## src/rtl/cp0_exc.sv

```systemverilog
// Coprocessor-0 exception responder: answers writeback exception records and holds Status/Cause/EPC/BadVAddr/Count/Compare.
// Optional: define CP0_TIMER_INT_EN to add the Count/Compare timer interrupt (Cause.TI, IP[7]).
module cp0_exc #(
    parameter logic [31:0] EXC_VECTOR = 32'hBFC00380,
    parameter int          HW_INT_W   = 6
) (
    input  logic                clk,
    input  logic                rst,
    input  logic                S_WBU_CP0_exception_tvalid,
    output logic                S_WBU_CP0_exception_tready,
    input  logic [31:0]         S_WBU_CP0_exception_etw,
    input  logic [31:0]         S_WBU_CP0_exception_cur_inst_addr,
    input  logic [31:0]         S_WBU_CP0_exception_badvaddr,
    input  logic                S_WBU_CP0_exception_isdelayslot,
    input  logic                S_WBU_CP0_exception_valid,
    input  logic                S_WBU_CP0_exception_exception_handle,
    input  logic                S_WBU_CP0_exception_int_enable,
    output logic                M_CP0_WBU_exception_tvalid,
    output logic                M_CP0_WBU_exception_has_exception,
    output logic                M_CP0_WBU_exception_eret,
    output logic [31:0]         M_CP0_WBU_exception_epc,
    input  logic [HW_INT_W-1:0] hw_int,
    input  logic [7:0]          cp0_raddr,
    output logic [31:0]         cp0_rdata,
    input  logic                cp0_wen,
    input  logic [7:0]          cp0_waddr,
    input  logic [31:0]         cp0_wdata
);

    localparam logic [7:0] ADDR_BADVADDR = {5'd8,  3'd0};
    localparam logic [7:0] ADDR_COUNT    = {5'd9,  3'd0};
    localparam logic [7:0] ADDR_COMPARE  = {5'd11, 3'd0};
    localparam logic [7:0] ADDR_STATUS   = {5'd12, 3'd0};
    localparam logic [7:0] ADDR_CAUSE    = {5'd13, 3'd0};
    localparam logic [7:0] ADDR_EPC      = {5'd14, 3'd0};

    typedef enum logic [4:0] {
        EXC_INT  = 5'd0,
        EXC_ADEL = 5'd4,
        EXC_ADES = 5'd5,
        EXC_SYS  = 5'd8,
        EXC_BP   = 5'd9,
        EXC_RI   = 5'd10,
        EXC_OV   = 5'd12
    } exc_code_e;

    logic [7:0]  im_q, im_d;
    logic        exl_q, exl_d;
    logic        ie_q, ie_d;
    logic        bd_q, bd_d;
    logic        ti_q, ti_d;
    logic [5:0]  ip_hw_q, ip_hw_d;
    logic [1:0]  ip_sw_q, ip_sw_d;
    exc_code_e   exc_code_q, exc_code_d;
    logic [31:0] epc_q, epc_d;
    logic [31:0] badvaddr_q, badvaddr_d;
    logic [31:0] count_q, count_d;
    logic [31:0] compare_q, compare_d;
    logic        toggle_q, toggle_d;

    logic        acc;
    logic [7:0]  ip_full;
    logic        int_pend;
    logic        take_int;
    logic        etw_exc;
    logic        has_exc;
    logic        eret_out;
    exc_code_e   exc_code;
    logic        bad_upd;
    logic [31:0] bad_val;
    logic [5:0]  hw_ext;
    logic        wr_status, wr_cause, wr_epc, wr_count, wr_compare;
    logic        unused_etw;

    assign unused_etw = ^S_WBU_CP0_exception_etw[31:8];
    assign hw_ext     = 6'(hw_int);

    // Reset forces the response low even if a record is presented during reset.
    assign acc      = S_WBU_CP0_exception_tvalid & S_WBU_CP0_exception_valid
                    & S_WBU_CP0_exception_exception_handle & ~rst;
    assign ip_full  = {ip_hw_q[5] | ti_q, ip_hw_q[4:0], ip_sw_q};
    assign int_pend = ie_q & ~exl_q & (|(ip_full & im_q));
    assign take_int = acc & S_WBU_CP0_exception_int_enable & int_pend;
    assign etw_exc  = |S_WBU_CP0_exception_etw[7:1];
    assign has_exc  = acc & (take_int | etw_exc);
    assign eret_out = acc & S_WBU_CP0_exception_etw[0] & ~has_exc;

    always_comb begin
        exc_code = EXC_INT;
        bad_upd  = 1'b0;
        bad_val  = S_WBU_CP0_exception_cur_inst_addr;
        if (take_int) begin
            exc_code = EXC_INT;
        end else if (S_WBU_CP0_exception_etw[5]) begin
            exc_code = EXC_ADEL;
            bad_upd  = 1'b1;
        end else if (S_WBU_CP0_exception_etw[3]) begin
            exc_code = EXC_RI;
        end else if (S_WBU_CP0_exception_etw[4]) begin
            exc_code = EXC_OV;
        end else if (S_WBU_CP0_exception_etw[1]) begin
            exc_code = EXC_SYS;
        end else if (S_WBU_CP0_exception_etw[2]) begin
            exc_code = EXC_BP;
        end else if (S_WBU_CP0_exception_etw[6]) begin
            exc_code = EXC_ADEL;
            bad_upd  = 1'b1;
            bad_val  = S_WBU_CP0_exception_badvaddr;
        end else if (S_WBU_CP0_exception_etw[7]) begin
            exc_code = EXC_ADES;
            bad_upd  = 1'b1;
            bad_val  = S_WBU_CP0_exception_badvaddr;
        end
    end

    assign wr_status  = cp0_wen & (cp0_waddr == ADDR_STATUS);
    assign wr_cause   = cp0_wen & (cp0_waddr == ADDR_CAUSE);
    assign wr_epc     = cp0_wen & (cp0_waddr == ADDR_EPC);
    assign wr_count   = cp0_wen & (cp0_waddr == ADDR_COUNT);
    assign wr_compare = cp0_wen & (cp0_waddr == ADDR_COMPARE);

    // mtc0 is applied first so that exception/eret updates override colliding fields.
    always_comb begin
        im_d       = im_q;
        exl_d      = exl_q;
        ie_d       = ie_q;
        bd_d       = bd_q;
        ti_d       = ti_q;
        ip_hw_d    = hw_ext;
        ip_sw_d    = ip_sw_q;
        exc_code_d = exc_code_q;
        epc_d      = epc_q;
        badvaddr_d = badvaddr_q;
        count_d    = count_q;
        compare_d  = compare_q;
        toggle_d   = toggle_q;

        if (wr_status) begin
            im_d  = cp0_wdata[15:8];
            exl_d = cp0_wdata[1];
            ie_d  = cp0_wdata[0];
        end
        if (wr_cause) begin
            ip_sw_d = cp0_wdata[1:0];
        end
        if (wr_epc) begin
            epc_d = cp0_wdata;
        end
        if (wr_compare) begin
            compare_d = cp0_wdata;
        end
        if (wr_count) begin
            count_d  = cp0_wdata;
            toggle_d = 1'b0;
        end else begin
            toggle_d = ~toggle_q;
            if (toggle_q) begin
                count_d = count_q + 32'd1;
            end
        end

`ifdef CP0_TIMER_INT_EN
        // TI fires on the increment that lands on Compare; a Compare write re-arms it.
        if (!wr_count && toggle_q && ((count_q + 32'd1) == compare_q)) begin
            ti_d = 1'b1;
        end
        if (wr_compare) begin
            ti_d = 1'b0;
        end
`else
        ti_d = 1'b0;
`endif

        if (has_exc) begin
            if (!exl_q) begin
                epc_d = S_WBU_CP0_exception_isdelayslot
                      ? S_WBU_CP0_exception_cur_inst_addr - 32'd4
                      : S_WBU_CP0_exception_cur_inst_addr;
                bd_d  = S_WBU_CP0_exception_isdelayslot;
            end
            exl_d      = 1'b1;
            exc_code_d = exc_code;
            if (bad_upd) begin
                badvaddr_d = bad_val;
            end
        end else if (eret_out) begin
            exl_d = 1'b0;
        end
    end

    always_ff @(posedge clk or posedge rst) begin
        if (rst) begin
            im_q       <= 8'h00;
            exl_q      <= 1'b0;
            ie_q       <= 1'b0;
            bd_q       <= 1'b0;
            ti_q       <= 1'b0;
            ip_hw_q    <= 6'h00;
            ip_sw_q    <= 2'b00;
            exc_code_q <= EXC_INT;
            epc_q      <= 32'h0;
            badvaddr_q <= 32'h0;
            count_q    <= 32'h0;
            compare_q  <= 32'h0;
            toggle_q   <= 1'b0;
        end else begin
            im_q       <= im_d;
            exl_q      <= exl_d;
            ie_q       <= ie_d;
            bd_q       <= bd_d;
            ti_q       <= ti_d;
            ip_hw_q    <= ip_hw_d;
            ip_sw_q    <= ip_sw_d;
            exc_code_q <= exc_code_d;
            epc_q      <= epc_d;
            badvaddr_q <= badvaddr_d;
            count_q    <= count_d;
            compare_q  <= compare_d;
            toggle_q   <= toggle_d;
        end
    end

    always_comb begin
        cp0_rdata = 32'h0;
        case (cp0_raddr)
            ADDR_STATUS:   cp0_rdata = {9'b0, 1'b1, 6'b0, im_q, 6'b0, exl_q, ie_q};
            ADDR_CAUSE:    cp0_rdata = {bd_q, ti_q, 14'b0, ip_full, 1'b0, exc_code_q, 2'b0};
            ADDR_EPC:      cp0_rdata = epc_q;
            ADDR_BADVADDR: cp0_rdata = badvaddr_q;
            ADDR_COUNT:    cp0_rdata = count_q;
            ADDR_COMPARE:  cp0_rdata = compare_q;
            default:       cp0_rdata = 32'h0;
        endcase
    end

    assign S_WBU_CP0_exception_tready        = 1'b1;
    assign M_CP0_WBU_exception_tvalid        = 1'b1;
    assign M_CP0_WBU_exception_has_exception = has_exc;
    assign M_CP0_WBU_exception_eret          = eret_out;
    assign M_CP0_WBU_exception_epc           = has_exc  ? EXC_VECTOR :
                                               eret_out ? epc_q      : 32'h0;

endmodule
```

## config.mk

```make
export PLATFORM = sky130hd
export DESIGN_NAME = cp0_exc
export DESIGN_NICKNAME = d
export VERILOG_FILES = /design/src/rtl/cp0_exc.sv
export SDC_FILE = /design/constraint.sdc
export NUM_CORES = 1
export LEC_CHECK = 0
export CORE_ASPECT_RATIO = 1.25
export CORE_MARGIN = 2
export CORE_UTILIZATION = 50
export CTS_CLUSTER_SIZE = 20
export DETAILED_ROUTE_END_ITERATION = 8
export HOLD_SLACK_MARGIN = 0.08
export PLACE_DENSITY = 0.78
export SETUP_SLACK_MARGIN = 0.5
export SLEW_MARGIN = 0
export SYNTH_ARGS = -nofsm -noshare
export SYNTH_HDL_FRONTEND = slang
export SYNTH_SLANG_ARGS = --single-unit
```

## constraint.sdc

```tcl
create_clock -name clk -period 12.7 [get_ports clk]
set_clock_uncertainty 0.05 [all_clocks]
set_input_delay 3.81 -clock clk [delete_from_list [all_inputs] [get_ports clk]]
set_output_delay 3.81 -clock clk [all_outputs]
set_load 0.01 [all_outputs]
```

Word-level counts from Yosys, hierarchy flattened
Index checks and enable logic that the tools add are counted.
- bits in registers: 153
- input bits: 158
- word-level logic and storage cells: 89
- add/subtract/negate cells: 2
- equality and inequality tests: 11
- muxes and demuxes: 37
- bitwise operators: 21
- reductions and logical operators: 6
- operators by type and width (operator ; number):
    $mux 32 ; 16
    $pmux 32 s6 ; 1
    $eq 8x7->1 const B ; 11
    $add 32x1->32 const B ; 1
    $sub 32x3->32 const B ; 1
    $mux 4 ; 6
    $and 1x1->1 ; 15
    $mux 1 ; 12
    $and 8x8->8 ; 1
    $reduce_or 8->1 ; 1
    $reduce_or 7->1 ; 1
    $mux 3 ; 2
    $not 1->1 ; 4
    $reduce_and 2->1 ; 2
    $reduce_bool 3->1 ; 1
    $reduce_bool 2->1 ; 1
    $or 1x1->1 ; 1

Depth between registers and ports, before layout
- depth in word-level cells: 11
- depth in mapped cells: 8

Worst setup path after synthesis
No wires, ideal clock.
- kind: input -> output
- start: in rst
- end: out M_CP0_WBU_exception_epc[10]
- arrival time: 8364 ps
- data required time: 8840 ps
- setup slack: 476 ps
- stages: 6
- path buffers: 1
- cell sequence: inv_1 and4_1 and2_0 and3b_1 clkbuf_1 and2_1
- cells in the longest elaborated chain, start to end: 10
- elaborated cells between the ends (all ways): 11
- classes of those cells: mux: 2; bitwise: 9
- RTL lines (what ; line ; RTL):
    from (decl) ; 8 ; input logic rst,
    $not 1->1 * ; 80 ; & S_WBU_CP0_exception_exception_handle & ~rst;
    $and 1x1->1 * ; 80 ;
    $and 1x1->1 (2 in a row) ; 83 ; assign take_int = acc & S_WBU_CP0_exception_int_enable & int_pend;
    $or 1x1->1 ; 85 ; assign has_exc = acc & (take_int | etw_exc);
    $and 1x1->1 ; 85 ;
    $not 1->1 ; 86 ; assign eret_out = acc & S_WBU_CP0_exception_etw[0] & ~has_exc;
    $and 1x1->1 ; 86 ;
    $mux 32 ; 241 ; eret_out ? epc_q : 32'h0;
    $mux 32 * ; 240 ; assign M_CP0_WBU_exception_epc = has_exc ? EXC_VECTOR :
    to (decl) ; 21 ; output logic [31:0] M_CP0_WBU_exception_epc,
Mark *: on every way between the ends. The rest lies on a longest branch, timed or not.

Final worst setup path
- start: in rst
- end: out M_CP0_WBU_exception_epc[1]
Same word-level chain as after synthesis.

==> results.env <==
DETAIL_ROUTE.VIAS_PER_CELL=6.09
POST_SYNTH_FA_HA_MAJ_AREA_FRACTION=0.00284
SYNTH-COMPOUND-AREA-SHARE=0.162
WORSTSETUPENDPOINTTYPE='output port'
CRITICAL-PATH-TOP-DELAY-FAMILY='simple AND/OR/NAND/NOR gates'
PLACE_HPWL_UM=19500
SYNTH_TOP_FAMILY_BY_AREA='simple AND/OR/NAND/NOR gates'
GLOBAL_ROUTE.OVERFLOW_TOTAL=0
SETUP_TOTAL_NEGATIVE_SLACK_PS=0
RR_ENDPOINT='badvaddr_q[13]$_DFFE_PP0P_'
SYNTHESIS.AREA_MM2=0.00882
TIMING.FINAL.CRIT_SHARE=0.892
LAYOUT_OVERHEAD_ON_THE_SYNTHESIZED_AREA_PCT=31.5
YOSYS.CELL_TYPES.COUNT=60
TIMING.RR.START='im_q[5]$_DFFE_PP0P_'
RRSETUPSLACK_PS=9780
TIMING.HOLD.WORST.CLASS='reg2reg'
P_PER_AREA_mW_PER_MM2=117
WORST_HOLD_SLACK_PS=443
CLOCKBUFFERDEPTH=2
DIE-AREA_MM2=0.0187
TRITONCTS.NUM_BUFFERS=17
NETS=1223
CLOCK_TREE_FROM_TRITONCTS='yes'
NUMPORTBUFFERS=199
SYNTH-ASYNC-RESET-RATIO=1.00
POWER.STATIC_LEAKAGE_nW=5.08
GRT_USE_TOTAL=0.311
VIA_COUNT_OF_THE_FIRST_GLOBAL_ROUTING_PASS=8073
POSTSYNTHAREAPERCELL_UM2=9.90
CLK_PIN_SLEW_WORST_PATHS_PS=70
DIE_WIDTH_UM=123
SLOWEST_DELAY_PS=1040
YOSYS_WARNINGS=0
REG2REGPATHDEPTH=6
ROUTE.VIAS.TOTAL=7916
YOSYS.AREA_SHARE.XOR_XNOR=0.0586
ANTENNA_VIOLATING_NETS_POST_ROUTE=0
POST_CTS_RESIZED=0
CRITPATHMAXFANOUT=22
WIRE_PER_INST_UM=22.1
ANTENNA-DIODE-COUNT=0
SYNTH.YOSYS.SEQ_AREA_SHARE=0.431
CTS.ROOT.BUFFER_CELL='sky130_fd_sc_hd__clkbuf_16'
SLEW_VIOL_FINAL=0
TIMING.CRITICAL_PATH.REQUIRED_PS=8840
DRT_FIRST_PASS_ITERS=7
SYNTH-SEQ-CELLS=152
WORSTSKEWPAIRLATENCY_PS=440
FINALWIRELENGTH_UM=28700
CTS.SINK_COUNT=152
GRT_START_MAX_NET_PINS=84
WORST_SETUP_PATH_START_KIND='input port'
DRCVIOLATIONCOUNT=0
MOST_USED_CELL_ALONG_THE_CRITICAL_PATH='sky130_fd_sc_hd__clkdlybuf4s50_1'
PLACE.GP.CONGESTION=0.912
SYNTH_FF_TYPE='sky130_fd_sc_hd__dfrtp_1'
RSZ0062_AT_GRT='no'
POSTCTSHOLDBUFS=0
ACHIEVABLE-FREQUENCY_MHz=88.3
WP_BUF_INV=3
GRT_ANTENNA_BEFORE_REPAIR=1
COUNT_OF_FINAL_HOLD_CHECK_VIOLATIONS=0
CRITICAL_PATH_DEPTH=7
CRIT_SLOWEST_CELL='sky130_fd_sc_hd__and3b_1'
SYNTH.MUX.AREA_FRACTION=0.116
POST_ROUTE_CELLS_DRIVE_ABOVE_1_SHARE=0.120
WORSTSETUPENDPOINT='M_CP0_WBU_exception_epc[1]'
POST-CTS-SETUP-BUFFERS=0
MAXCAPVIOLCOUNT=0
INITIAL_CORE_UTIL=0.508
DIE-HEIGHT_UM=153
SHORTEST_CLOCK_PERIOD_THE_WORST_PATH_ALLOWS_AFTER_LAYOUT_PS=11330
TIMING_WORST_SLEW_PIN_VALUE_PS=1210
SYNTH_EDF_COUNT=0
IO_PINS=226
WORST_SLEW_MARGIN_REL=0.194
TIMING.CRITICAL_PATH.ARRIVAL_PS=7470
SETUP_VIOLATIONS=0
OUTCOME='finished clean'
SYNTH_SIMPLE_GATE_AREA_SHARE=0.193
CTS_HTREE_LEVELS=4
FLOORPLAN.CORE_AREA_MM2=0.0174
GRT_PASS1_WL_UM=44200
WORST_IR_DROP_VDD_mV=0.107
CRIT_START='rst'
SYNTH_CELLS=891
DRT-INITIAL-DRC-COUNT=701
CRITPATHKIND='in2out'
ROW_COUNT=54
WORSTPATHCELLLIST='clkdlybuf4s50_1, clkinvlp_4, and4_1, and2_0, and3b_1, and2_1, clkdlybuf4s50_1'
[logic make-up after synthesis]
family,Yosys count
simple gates,303
compound gates,205
flops,152
mux,97
buf+inv,72
xor+xnor,59
fa+ha+maj,2
other cells,1
[per-layer routing]
metal	vias up	routed length, um	share of wire	global-route usage
met2	351	14700	0.51	0.531
met4	2	1180	0.041	0.142
met3	82	1940	0.068	0.0603
li1	3613	-	-	-
met5	-	12	0.00042	0
met1	3868	10900	0.38	0.372
[synth_stat cells, types with 2 or more instances]
cell	count	area share
sky130_fd_sc_hd__nor4_4	5	0.012
sky130_fd_sc_hd__or4_1	2	0.0017
sky130_fd_sc_hd__or4_4	2	0.0026
sky130_fd_sc_hd__o21ai_0	35	0.020
sky130_fd_sc_hd__nand2b_1	3	0.0021
sky130_fd_sc_hd__a31oi_1	6	0.0043
sky130_fd_sc_hd__a22oi_1	68	0.058
sky130_fd_sc_hd__and4_1	4	0.0040
sky130_fd_sc_hd__and3_1	7	0.0050
sky130_fd_sc_hd__nor3_1	10	0.0057
sky130_fd_sc_hd__a2111oi_0	3	0.0030
sky130_fd_sc_hd__xnor2_1	14	0.014
sky130_fd_sc_hd__and2_1	21	0.015
sky130_fd_sc_hd__nor4_1	4	0.0028
sky130_fd_sc_hd__a22o_1	2	0.0020
sky130_fd_sc_hd__nand3b_1	3	0.0026
sky130_fd_sc_hd__nor3_2	2	0.0023
sky130_fd_sc_hd__nand4_1	17	0.012
sky130_fd_sc_hd__a222oi_1	8	0.0091
sky130_fd_sc_hd__buf_4	4	0.0034
sky130_fd_sc_hd__nor3b_1	25	0.021
sky130_fd_sc_hd__buf_2	19	0.011
sky130_fd_sc_hd__o2bb2ai_1	23	0.023
sky130_fd_sc_hd__o21bai_1	3	0.0026
sky130_fd_sc_hd__a21oi_1	39	0.022
sky130_fd_sc_hd__ha_1	2	0.0028
sky130_fd_sc_hd__nand3_1	24	0.014
sky130_fd_sc_hd__dfrtp_1	152	0.43
sky130_fd_sc_hd__xor2_1	45	0.045
sky130_fd_sc_hd__o221a_2	9	0.011
sky130_fd_sc_hd__or2_2	6	0.0043
sky130_fd_sc_hd__nand2_1	104	0.044
sky130_fd_sc_hd__nor4_2	2	0.0028
sky130_fd_sc_hd__nor2_1	42	0.018
sky130_fd_sc_hd__o21ai_1	3	0.0017
sky130_fd_sc_hd__inv_1	15	0.0064
sky130_fd_sc_hd__nand4b_1	8	0.0079
sky130_fd_sc_hd__clkbuf_1	33	0.014
sky130_fd_sc_hd__mux2i_1	53	0.060
sky130_fd_sc_hd__mux2_2	44	0.056
[how the worst min path moves through the flow]
stage,from,end,slack [ps],cells past startpoint
after floorplan,exc_code_q[3]$_DFFE_PP0N_,exc_code_q[3]$_DFFE_PP0N_,400,2
after global placement,badvaddr_q[16]$_DFFE_PP0P_,badvaddr_q[16]$_DFFE_PP0P_,420,1
after detailed placement,exc_code_q[3]$_DFFE_PP0N_,exc_code_q[3]$_DFFE_PP0N_,430,2
after CTS,exc_code_q[3]$_DFFE_PP0N_,exc_code_q[3]$_DFFE_PP0N_,440,2
after global routing,badvaddr_q[7]$_DFFE_PP0P_,badvaddr_q[7]$_DFFE_PP0P_,460,1
final,exc_code_q[3]$_DFFE_PP0N_,exc_code_q[3]$_DFFE_PP0N_,440,2
[cells in the final DEF (no fill, tap or decap), drive strengths merged, types with 17 or more instances in the layout]
cell type,n
xor2,45
and2,22
dfrtp,152
clkdlybuf4s50,198
clkbuf,21
mux2i,53
mux2,44
nor3b,25
o2bb2ai,23
o21ai,38
a21oi,40
nand4,17
nand3,24
a22oi,69
nor2,42
nand2,104
[worst reg2reg max path: stages (launching register included)]
cell and delay, ps:
sky130_fd_sc_hd__dfrtp_1 400, sky130_fd_sc_hd__a22oi_1 230, sky130_fd_sc_hd__nand4_1 450, sky130_fd_sc_hd__a21oi_2 720, sky130_fd_sc_hd__o21ai_2 400, sky130_fd_sc_hd__buf_4 340
sky130_fd_sc_hd__o2bb2ai_1 160
[stage by stage]
step | util | power [mW] | area [um^2] | cells | setup WS, ps
floorplan | - | 0.710 | 8830 | 892 | 1280
global placement | 0.631 | 0.802 | 11000 | 1268 | 1470
detailed placement | 0.631 | 0.810 | 11000 | 1268 | 1490
CTS | 0.668 | 1.35 | 11600 | 1300 | 1470
global route | 0.668 | 1.40 | 11600 | 1300 | 1270
finish | 0.668 | 1.35 | 11600 | 1300 | 1370
[registers in the layout, summed over array words and instances (netlist names)]
register / count
exl_q: 1
bd_q: 1
toggle_q: 1
epc_q: 32
exc_code_q: 4
ip_sw_q: 2
im_q: 8
badvaddr_q: 32
compare_q: 32
count_q: 32
ip_hw_q: 6
ie_q: 1
[power breakdown]
part           switching (mW)  internal (mW)
combinational          0.0858          0.103
sequential             0.0653          0.552
clock                   0.204          0.344
total                   0.355          0.999
[final cells by class]
| type | count | area, um^2 |
|---|---|---|
| Clock buffer | 21 | 470 |
| Timing Repair Buffer | 209 | 2060 |
| Multi-Input combinational cell | 668 | 4760 |
| Sequential cell | 152 | 3800 |
| Inverter | 15 | 60.1 |
| Clock inverter | 11 | 170 |
| Tap cell | 224 | 280 |
| Fill cell | 1397 | 5760 |
No activity file was read; power rests on OpenSTA's default activity.
